### src/rtl/ctrl_pkg.sv
// Shared types and encodings for the multi-cycle CPU control unit.
package ctrl_pkg;

  typedef enum logic [2:0] {
    S_FETCH,
    S_DECODE,
    S_EXEC,
    S_MEM,
    S_WB,
    S_HALT
  } state_t;

  typedef enum logic [2:0] {
    CL_ALU,
    CL_ALUI,
    CL_BR,
    CL_JMP,
    CL_LD,
    CL_ST,
    CL_STOP,
    CL_ILL
  } iclass_t;

  localparam logic [3:0] OP_FKEQ  = 4'b0000;
  localparam logic [3:0] OP_FKNE  = 4'b0001;
  localparam logic [3:0] OP_FKLT  = 4'b0010;
  localparam logic [3:0] OP_FKLE  = 4'b0011;
  localparam logic [3:0] OP_PLUS  = 4'b0100;
  localparam logic [3:0] OP_MINUS = 4'b0101;
  localparam logic [3:0] OP_AND   = 4'b0110;
  localparam logic [3:0] OP_OR    = 4'b0111;
  localparam logic [3:0] OP_FKGT  = 4'b1000;
  localparam logic [3:0] OP_FKGE  = 4'b1001;
  localparam logic [3:0] OP_JUMP  = 4'b1010;
  localparam logic [3:0] OP_LDW   = 4'b1011;
  localparam logic [3:0] OP_STW   = 4'b1100;
  localparam logic [3:0] OP_PLUSI = 4'b1101;
  localparam logic [3:0] OP_STOP  = 4'b1110;

  localparam logic [1:0] PC_INC = 2'd0;
  localparam logic [1:0] PC_BR  = 2'd1;
  localparam logic [1:0] PC_JMP = 2'd2;

  localparam logic [1:0] ALU_ADD = 2'd0;
  localparam logic [1:0] ALU_SUB = 2'd1;
  localparam logic [1:0] ALU_AND = 2'd2;
  localparam logic [1:0] ALU_OR  = 2'd3;

  localparam logic [1:0] ERR_NONE = 2'd0;
  localparam logic [1:0] ERR_ILL  = 2'd1;
  localparam logic [1:0] ERR_TMO  = 2'd2;

endpackage

### src/rtl/multicycle_ctrl_if.sv
// Control-unit bus: IR/datapath/memory inputs and the control strobes.
interface multicycle_ctrl_if #(
  parameter int OP_W  = 4,
  parameter int CNT_W = 16
);
  logic [OP_W-1:0]  opcode;
  logic             cmp_true;
  logic             mem_ack;
  logic             resume;
  logic             mem_req;
  logic             mem_we;
  logic             addr_sel;
  logic             ir_write;
  logic             pc_write;
  logic [1:0]       pc_src;
  logic             rf_write;
  logic             rf_wsel;
  logic             alu_imm;
  logic [1:0]       alu_op;
  logic             halted;
  logic [1:0]       err;
  logic [CNT_W-1:0] retired;

  modport master (
    input  opcode, cmp_true, mem_ack, resume,
    output mem_req, mem_we, addr_sel, ir_write, pc_write, pc_src,
           rf_write, rf_wsel, alu_imm, alu_op, halted, err, retired
  );

  modport slave (
    output opcode, cmp_true, mem_ack, resume,
    input  mem_req, mem_we, addr_sel, ir_write, pc_write, pc_src,
           rf_write, rf_wsel, alu_imm, alu_op, halted, err, retired
  );
endinterface

### src/rtl/ctrl_opclass.sv
// Opcode classifier: instruction class and ALU operation for one opcode.
module ctrl_opclass
  import ctrl_pkg::*;
#(
  parameter int OP_W = 4
) (
  input  logic [OP_W-1:0] opcode,
  output iclass_t         cls,
  output logic [1:0]      alu_op
);

  logic       upper;
  logic [3:0] op4;

  // Any bit above the 4-bit opcode space makes the instruction illegal.
  assign upper = (opcode >> 4) != '0;
  assign op4   = opcode[3:0];

  // Map the low nibble to a class; unlisted codes (1111) are illegal.
  always_comb begin
    cls    = CL_ILL;
    alu_op = ALU_ADD;
    if (!upper) begin
      case (op4)
        OP_FKEQ, OP_FKNE, OP_FKLT, OP_FKLE, OP_FKGT, OP_FKGE: begin
          cls    = CL_BR;
          alu_op = ALU_SUB;
        end
        OP_PLUS:  cls = CL_ALU;
        OP_MINUS: begin cls = CL_ALU; alu_op = ALU_SUB; end
        OP_AND:   begin cls = CL_ALU; alu_op = ALU_AND; end
        OP_OR:    begin cls = CL_ALU; alu_op = ALU_OR;  end
        OP_JUMP:  cls = CL_JMP;
        OP_LDW:   cls = CL_LD;
        OP_STW:   cls = CL_ST;
        OP_PLUSI: cls = CL_ALUI;
        OP_STOP:  cls = CL_STOP;
        default:  cls = CL_ILL;
      endcase
    end
  end

endmodule

### src/rtl/multicycle_ctrl.sv
// Multi-cycle control FSM with memory timeout, halt/resume and retire count.
//
//   state    | meaning
//   ---------+-----------------------------------------------------
//   S_FETCH  | instruction read at PC; IR and PC+1 loaded on ack
//   S_DECODE | opcode latched into op_q and classified
//   S_EXEC   | ALU op / branch / jump / address calculation
//   S_MEM    | data read or write at ALU address
//   S_WB     | register-file write from ALU or memory
//   S_HALT   | stopped (stop, illegal opcode, timeout) until resume
module multicycle_ctrl
  import ctrl_pkg::*;
#(
  parameter int OP_W  = 4,
  parameter int TMO   = 16,
  parameter int CNT_W = 16
) (
  input  logic             clk,
  input  logic             rst,
  multicycle_ctrl_if.master bus
);

  localparam int            TW     = $clog2(TMO + 1);
  localparam logic [TW-1:0] TMO_LD = TW'(TMO);

  state_t           state, nxt;
  logic [OP_W-1:0]  op_q, cls_op;
  iclass_t          cls;
  logic [1:0]       cls_alu;
  logic [TW-1:0]    wait_cnt;
  logic [1:0]       err_q, err_set;
  logic             err_clr, retire;
  logic [CNT_W-1:0] retired_q;

  logic       mem_req, mem_we, addr_sel, ir_write, pc_write;
  logic       rf_write, rf_wsel, alu_imm, halted;
  logic [1:0] pc_src, alu_op;

  // DECODE classifies the live opcode; later states use the latched copy.
  assign cls_op = (state == S_DECODE) ? bus.opcode : op_q;

  ctrl_opclass #(.OP_W(OP_W)) u_opclass (
    .opcode (cls_op),
    .cls    (cls),
    .alu_op (cls_alu)
  );

  // State register and opcode latch.
  always_ff @(posedge clk or posedge rst) begin
    if (rst) begin
      state <= S_FETCH;
      op_q  <= '0;
    end else begin
      state <= nxt;
      if (state == S_DECODE) op_q <= bus.opcode;
    end
  end

  // Memory wait timer: reloaded on every state change, counts down while a request stalls.
  always_ff @(posedge clk or posedge rst) begin
    if (rst) begin
      wait_cnt <= TMO_LD;
    end else if (nxt == state && (state == S_FETCH || state == S_MEM)) begin
      wait_cnt <= wait_cnt - TW'(1);
    end else begin
      wait_cnt <= TMO_LD;
    end
  end

  // Sticky trap code, cleared when leaving HALT.
  always_ff @(posedge clk or posedge rst) begin
    if (rst) begin
      err_q <= ERR_NONE;
    end else if (err_clr) begin
      err_q <= ERR_NONE;
    end else if (err_set != ERR_NONE) begin
      err_q <= err_set;
    end
  end

  // Wrapping retired-instruction counter.
  always_ff @(posedge clk or posedge rst) begin
    if (rst) begin
      retired_q <= '0;
    end else if (retire) begin
      retired_q <= retired_q + CNT_W'(1);
    end
  end

  // Next state and control strobes; everything held low while rst is asserted.
  always_comb begin
    nxt      = state;
    mem_req  = 1'b0;
    mem_we   = 1'b0;
    addr_sel = 1'b0;
    ir_write = 1'b0;
    pc_write = 1'b0;
    pc_src   = PC_INC;
    rf_write = 1'b0;
    rf_wsel  = 1'b0;
    alu_imm  = 1'b0;
    alu_op   = ALU_ADD;
    halted   = 1'b0;
    err_set  = ERR_NONE;
    err_clr  = 1'b0;
    retire   = 1'b0;
    if (!rst) begin
      case (state)
        S_FETCH: begin
          mem_req = 1'b1;
          if (bus.mem_ack) begin
            ir_write = 1'b1;
            pc_write = 1'b1;
            nxt      = S_DECODE;
          end else if (wait_cnt == '0) begin
            err_set = ERR_TMO;
            nxt     = S_HALT;
          end
        end
        S_DECODE: begin
          case (cls)
            CL_STOP: begin nxt = S_HALT; retire = 1'b1; end
            CL_ILL:  begin nxt = S_HALT; err_set = ERR_ILL; end
            default: nxt = S_EXEC;
          endcase
        end
        S_EXEC: begin
          alu_op = cls_alu;
          case (cls)
            CL_ALU:  nxt = S_WB;
            CL_ALUI: begin alu_imm = 1'b1; nxt = S_WB; end
            CL_BR: begin
              pc_write = bus.cmp_true;
              pc_src   = bus.cmp_true ? PC_BR : PC_INC;
              nxt      = S_FETCH;
              retire   = 1'b1;
            end
            CL_JMP: begin
              pc_write = 1'b1;
              pc_src   = PC_JMP;
              nxt      = S_FETCH;
              retire   = 1'b1;
            end
            CL_LD, CL_ST: begin alu_imm = 1'b1; nxt = S_MEM; end
            default: nxt = S_FETCH;
          endcase
        end
        S_MEM: begin
          mem_req  = 1'b1;
          addr_sel = 1'b1;
          mem_we   = (cls == CL_ST);
          if (bus.mem_ack) begin
            if (cls == CL_LD) begin
              nxt = S_WB;
            end else begin
              nxt    = S_FETCH;
              retire = 1'b1;
            end
          end else if (wait_cnt == '0) begin
            err_set = ERR_TMO;
            nxt     = S_HALT;
          end
        end
        S_WB: begin
          rf_write = 1'b1;
          rf_wsel  = (cls == CL_LD);
          nxt      = S_FETCH;
          retire   = 1'b1;
        end
        S_HALT: begin
          halted = 1'b1;
          if (bus.resume) begin
            err_clr = 1'b1;
            nxt     = S_FETCH;
          end
        end
        default: nxt = S_FETCH;
      endcase
    end
  end

  assign bus.mem_req  = mem_req;
  assign bus.mem_we   = mem_we;
  assign bus.addr_sel = addr_sel;
  assign bus.ir_write = ir_write;
  assign bus.pc_write = pc_write;
  assign bus.pc_src   = pc_src;
  assign bus.rf_write = rf_write;
  assign bus.rf_wsel  = rf_wsel;
  assign bus.alu_imm  = alu_imm;
  assign bus.alu_op   = alu_op;
  assign bus.halted   = halted;
  assign bus.err      = err_q;
  assign bus.retired  = retired_q;

endmodule
### src/flat_wrapper.sv
// flat-port wrapper written by rule: the top's interface ports become plain ports
module multicycle_ctrl_flat import ctrl_pkg::*;
#(
  parameter int OP_W  = 4,
  parameter int TMO   = 16,
  parameter int CNT_W = 16
)
  (clk, rst, bus_opcode, bus_cmp_true, bus_mem_ack, bus_resume, bus_mem_req, bus_mem_we, bus_addr_sel, bus_ir_write, bus_pc_write, bus_pc_src, bus_rf_write, bus_rf_wsel, bus_alu_imm, bus_alu_op, bus_halted, bus_err, bus_retired);
  multicycle_ctrl_if #(.OP_W(OP_W), .CNT_W(CNT_W)) bus_i ();
  input  logic clk;
  input  logic rst;
  input wire logic [$bits(bus_i.opcode)-1:0] bus_opcode;
  input wire logic [$bits(bus_i.cmp_true)-1:0] bus_cmp_true;
  input wire logic [$bits(bus_i.mem_ack)-1:0] bus_mem_ack;
  input wire logic [$bits(bus_i.resume)-1:0] bus_resume;
  output wire logic [$bits(bus_i.mem_req)-1:0] bus_mem_req;
  output wire logic [$bits(bus_i.mem_we)-1:0] bus_mem_we;
  output wire logic [$bits(bus_i.addr_sel)-1:0] bus_addr_sel;
  output wire logic [$bits(bus_i.ir_write)-1:0] bus_ir_write;
  output wire logic [$bits(bus_i.pc_write)-1:0] bus_pc_write;
  output wire logic [$bits(bus_i.pc_src)-1:0] bus_pc_src;
  output wire logic [$bits(bus_i.rf_write)-1:0] bus_rf_write;
  output wire logic [$bits(bus_i.rf_wsel)-1:0] bus_rf_wsel;
  output wire logic [$bits(bus_i.alu_imm)-1:0] bus_alu_imm;
  output wire logic [$bits(bus_i.alu_op)-1:0] bus_alu_op;
  output wire logic [$bits(bus_i.halted)-1:0] bus_halted;
  output wire logic [$bits(bus_i.err)-1:0] bus_err;
  output wire logic [$bits(bus_i.retired)-1:0] bus_retired;
  assign bus_i.opcode = bus_opcode;
  assign bus_i.cmp_true = bus_cmp_true;
  assign bus_i.mem_ack = bus_mem_ack;
  assign bus_i.resume = bus_resume;
  assign bus_mem_req = bus_i.mem_req;
  assign bus_mem_we = bus_i.mem_we;
  assign bus_addr_sel = bus_i.addr_sel;
  assign bus_ir_write = bus_i.ir_write;
  assign bus_pc_write = bus_i.pc_write;
  assign bus_pc_src = bus_i.pc_src;
  assign bus_rf_write = bus_i.rf_write;
  assign bus_rf_wsel = bus_i.rf_wsel;
  assign bus_alu_imm = bus_i.alu_imm;
  assign bus_alu_op = bus_i.alu_op;
  assign bus_halted = bus_i.halted;
  assign bus_err = bus_i.err;
  assign bus_retired = bus_i.retired;
  multicycle_ctrl #(.OP_W(OP_W), .TMO(TMO), .CNT_W(CNT_W)) u_core (.clk(clk), .rst(rst), .bus(bus_i));
endmodule
### config.mk
export PLATFORM = sky130hd
export DESIGN_NAME = multicycle_ctrl_flat
export DESIGN_NICKNAME = d
export VERILOG_FILES = /design/src/rtl/ctrl_pkg.sv /design/src/rtl/multicycle_ctrl_if.sv /design/src/rtl/ctrl_opclass.sv /design/src/rtl/multicycle_ctrl.sv /design/src/flat_wrapper.sv
export SDC_FILE = /design/constraint.sdc
export NUM_CORES = 1
export LEC_CHECK = 0
export ABC_AREA = 1
export BUFFER_PORTS_ARGS = -buffer_cell sky130_fd_sc_hd__buf_2
export CORE_MARGIN = 3
export CORE_UTILIZATION = 30
export DETAILED_ROUTE_END_ITERATION = 8
export GPL_ROUTABILITY_DRIVEN = 1
export GPL_TIMING_DRIVEN = 0
export PLACE_DENSITY = 0.45
export REMOVE_ABC_BUFFERS = 1
export SYNTH_ARGS = -nofsm -noshare
export SYNTH_HDL_FRONTEND = slang
export SYNTH_SLANG_ARGS = --single-unit
export TNS_END_PERCENT = 100
### constraint.sdc
create_clock -name clk -period 4.43 [get_ports clk]
set_input_delay 0.2215 -clock clk [delete_from_list [all_inputs] [get_ports clk]]
set_output_delay 0.2215 -clock clk [all_outputs]
set_load 0.02 [all_outputs]
==> load_flow_metrics.sql <==
INSERT INTO impl_metrics (metric_group, metric, value, unit) VALUES
('status', 'run_status', 'finished, final reports clean', ''),
('worst_hold_path', 'hold_class', 'input pin to asynchronous set/reset pin', ''),
('timing', 'layout_worst_path_cycle_share', '0.536', ''),
('synthesis', 'synth-seq-cells', '30', ''),
('timing', 'worst_setup_skew_after_layout', '0.00494', 'ns'),
('timing', 'timing.final.hold_violations', '0', ''),
('floorplanning', 'die_h', '89.6', 'um'),
('layout', 'drive_above_1_share', '0.277', ''),
('worst_setup_path', 'critical_path.cell_chain', 'nand2_4 -> nor2_1 -> nand2_1 -> nand2_2 -> nor2_2 -> a2111oi_0 -> buf_2', ''),
('grt', 'grt_first_pass_wirelength', '8210', 'um'),
('worst_setup_path', 'cpLargestDelayFamily', 'simple AND/OR/NAND/NOR gates', ''),
('worst_setup_path', 'setup.worst_path.end_class', 'primary output', ''),
('detailed_routing', 'drt_pre_antenna_iters', '4', ''),
('synthesis', 'synth.lib_cells_used.distinct', '33', ''),
('worst_setup_path', 'setup_slack_on_the_worst_flop_to_flop_path', '2.11', 'ns'),
('place', 'dp_hpwl', '3790', 'um'),
('clocking', 'post_cts.repair.setup_buffers', '0', ''),
('clocking', 'cts_resized', '0', ''),
('worst_setup_path', 'cell_at_the_slowest_stage_of_the_critical_path', 'sky130_fd_sc_hd__dfrtp_1', ''),
('pwr', 'pwr-share-comb', '0.562', ''),
('grt', 'grt_start_max_net_pins', '41', ''),
('pwr', 'clock_power_share', '0.138', ''),
('synthesis', 'synthesis.yosys.warnings', '0', ''),
('clocking', 'tritoncts', 'yes', ''),
('floorplanning', 'initial_core_utilization', '0.319', ''),
('worst_setup_path', 'arrival', '2.15', 'ns'),
('clocking', 'cts-root-buf', 'sky130_fd_sc_hd__clkbuf_8', ''),
('timing', 'worst_max_slew_margin_expressed_relative_to_the_limit', '0.471', ''),
('pwr', 'power.switching', '0.829', 'mW'),
('pwr', 'cellLeakagePower', '1.27', 'nW'),
('floorplanning', 'die-width', '89.6', 'um'),
('grt', 'grt_antenna_before_repair', '0', ''),
('grt', 'globalRoute.totalOverflow', '0', ''),
('layout', 'post-route-util', '0.372', ''),
('grt', 'first_global_vias', '1763', ''),
('layout', 'final_common_cell', 'sky130_fd_sc_hd__nand2_1', ''),
('place', 'gpl.final_weighted_congestion', '0.815', ''),
('timing', 'maxSlewViolCount', '0', ''),
('floorplanning', 'fp.coreArea', '6570', 'um2'),
('grt', 'globalRouteTotalUtil', '0.132', ''),
('clocking', 'htreeDepth', '2', ''),
('layout', 'nNetsFinal', '331', ''),
('timing', 'worstMarginPinSlew', '0.793', 'ns'),
('synthesis', 'synthesis.instances', '280', ''),
('layout', 'layout.cells.most_common_list', '63 x sky130_fd_sc_hd__nand2_1, 39 x sky130_fd_sc_hd__buf_2, 34 x sky130_fd_sc_hd__inv_1, 29 x sky130_fd_sc_hd__dfrtp_1, 27 x sky130_fd_sc_hd__nor2_1', ''),
('worst_setup_path', 'path_class', 'flip-flop to primary output', ''),
('clocking', 'cts_buffers', '5', ''),
('worst_setup_path', 'worstPathBufferInverterCount', '1', ''),
('detailed_routing', 'num_vias', '1882', ''),
('detailed_routing', 'finalWirelength', '4950', 'um'),
('detailed_routing', 'drt_iter0_markers', '60', ''),
('pwr', 'power.share.switching', '0.507', ''),
('timing', 'post-route-worst-setup-slack', '2.06', 'ns'),
('floorplanning', 'core.rowCount', '29', ''),
('layout', 'antenna_cells_inserted', '0', ''),
('worst_setup_path', 'worstSetupStartpointType', 'flip-flop', ''),
('worst_setup_path', 'worst_ep_required_time', '4.21', 'ns'),
('clocking', 'insertion_delay', '0.28', 'ns'),
('clocking', 'post_cts_hold_buffer_count', '0', ''),
('timing', 'finalSetupTns', '0', 'ns'),
('layout', 'syn2layout_area_growth', '16.6', '%'),
('floorplanning', 'ios', '40', ''),
('detailed_routing', 'remaining_drc_errors', '0', ''),
('place', 'preCtsSetupSlack', '2.09', 'ns'),
('pwr', 'internal_power_component', '0.807', 'mW'),
('timing', 'clock.fmax', '0.421', 'GHz'),
('timing', 'setup_viol', '0', ''),
('detailed_routing', 'antenna_violating_nets_post_route', '0', ''),
('worst_setup_path', 'critPathMaxStageDelay', '0.64', 'ns'),
('worst_setup_path', 'cp_max_fo', '9', ''),
('clocking', 'tritoncts_num_sinks', '30', '');
[through the flow]
stage | cell area, um2 | power, mW | hold WS (ns) | std cells
final | 2450 | 1.64 | 0.195 | 414
after global routing | 2450 | 1.79 | 0.264 | 414
after CTS | 2450 | 1.66 | 0.231 | 414
after detailed placement | 2350 | 1.42 | 0.454 | 406
after global placement | 2350 | 1.43 | 0.452 | 406
after floorplan | 2040 | 1.19 | 0.394 | 274
[cell type report]
type                            instances  area, um2
Clock buffer                            7       86.3
Clock inverter                          1       5.00
Fill cell                             734       4120
Inverter                               39        151
Multi-Input combinational cell        205       1140
Sequential cell                        30        752
Tap cell                               93        116
Timing Repair Buffer                   39        195
[worst paths after layout]
| kind | to | from | cells after the start |
|---|---|---|---|
| setup / recovery | bus_alu_op[0] | u_core.state[0] | 7 |
| hold / removal | u_core.bus.err[0] | rst | 2 |
| setup reg to reg | u_core.bus.retired[12] | u_core.state[0] | 11 |
| hold reg to reg | u_core.wait_cnt[0] | u_core.wait_cnt[0] | 1 |
| max in group asynchronous | u_core.bus.retired[8] | rst | 2 |
| min in group clk | u_core.op_q[2] | bus_opcode[2] | 3 |
[cell families (layout without fill, tap and decap cells)]
logic type	after synthesis	in the layout	synth area share
AND/OR/NAND/NOR	162	162	0.398
buffers and inverters	45	86	0.0978
flip-flops	30	30	0.359
AO/OA/AOI/OAI	27	27	0.0752
XOR/XNOR	14	14	0.0585
adder cells (fa/ha/maj)	2	2	0.0119
[per-layer routing]
| layer | routed length [um] | vias up | global-route usage |
|---|---|---|---|
| met5 | 0 | - | 0 |
| met4 | 100 | 0 | 0.0487 |
| met3 | 248 | 7 | 0.0292 |
| met2 | 2300 | 42 | 0.221 |
| met1 | 2300 | 855 | 0.167 |
| li1 | - | 978 | - |
[synth_stat cells]
cell type / number / area (um2)
sky130_fd_sc_hd__nor2_2: 5 / 31.3
sky130_fd_sc_hd__clkbuf_1: 1 / 3.75
sky130_fd_sc_hd__nand4_1: 8 / 50.1
sky130_fd_sc_hd__nand3_2: 4 / 40.0
sky130_fd_sc_hd__nand3b_4: 1 / 20.0
sky130_fd_sc_hd__o21ai_1: 3 / 15.0
sky130_fd_sc_hd__nor3_1: 12 / 60.1
sky130_fd_sc_hd__buf_6: 4 / 45.0
sky130_fd_sc_hd__inv_2: 2 / 7.51
sky130_fd_sc_hd__a31oi_1: 1 / 6.26
sky130_fd_sc_hd__o21ai_2: 4 / 35.0
sky130_fd_sc_hd__nand3_4: 1 / 17.5
sky130_fd_sc_hd__nor2_4: 1 / 11.3
sky130_fd_sc_hd__nand2_4: 4 / 45.0
sky130_fd_sc_hd__inv_1: 35 / 131
sky130_fd_sc_hd__o21ai_0: 9 / 45.0
sky130_fd_sc_hd__nor4_1: 4 / 25.0
sky130_fd_sc_hd__nand3b_1: 1 / 7.51
sky130_fd_sc_hd__dfrtp_1: 29 / 726
sky130_fd_sc_hd__xor2_1: 9 / 78.8
sky130_fd_sc_hd__nand3_1: 14 / 70.1
sky130_fd_sc_hd__nor2_1: 27 / 101
sky130_fd_sc_hd__nand2_1: 63 / 236
sky130_fd_sc_hd__dfstp_2: 1 / 26.3
sky130_fd_sc_hd__buf_2: 1 / 5.00
sky130_fd_sc_hd__o211ai_1: 1 / 7.51
sky130_fd_sc_hd__a2111oi_0: 1 / 8.76
sky130_fd_sc_hd__xnor2_1: 5 / 43.8
sky130_fd_sc_hd__nand4_2: 2 / 25.0
sky130_fd_sc_hd__nand2_2: 15 / 93.8
sky130_fd_sc_hd__inv_4: 2 / 12.5
sky130_fd_sc_hd__a21oi_1: 8 / 40.0
sky130_fd_sc_hd__ha_1: 2 / 25.0
[power groups by stage]
stage / Clock [mW] / Combinational, mW / Sequential [mW]
after floorplan: 0 / 0.628 / 0.558
after global placement: 0 / 0.928 / 0.498
after detailed placement: 0 / 0.928 / 0.495
after CTS: 0.240 / 0.932 / 0.492
after global routing: 0.252 / 1.03 / 0.510
final: 0.225 / 0.919 / 0.491
[flip-flops by register name, summed over array words and instances, names as in the netlist]
register            cells
u_core.op_q             4
u_core.wait_cnt         5
u_core.bus.retired     16
u_core.state            3
u_core.bus.err          2
Note: power is estimated with default switching activity, not from simulation.
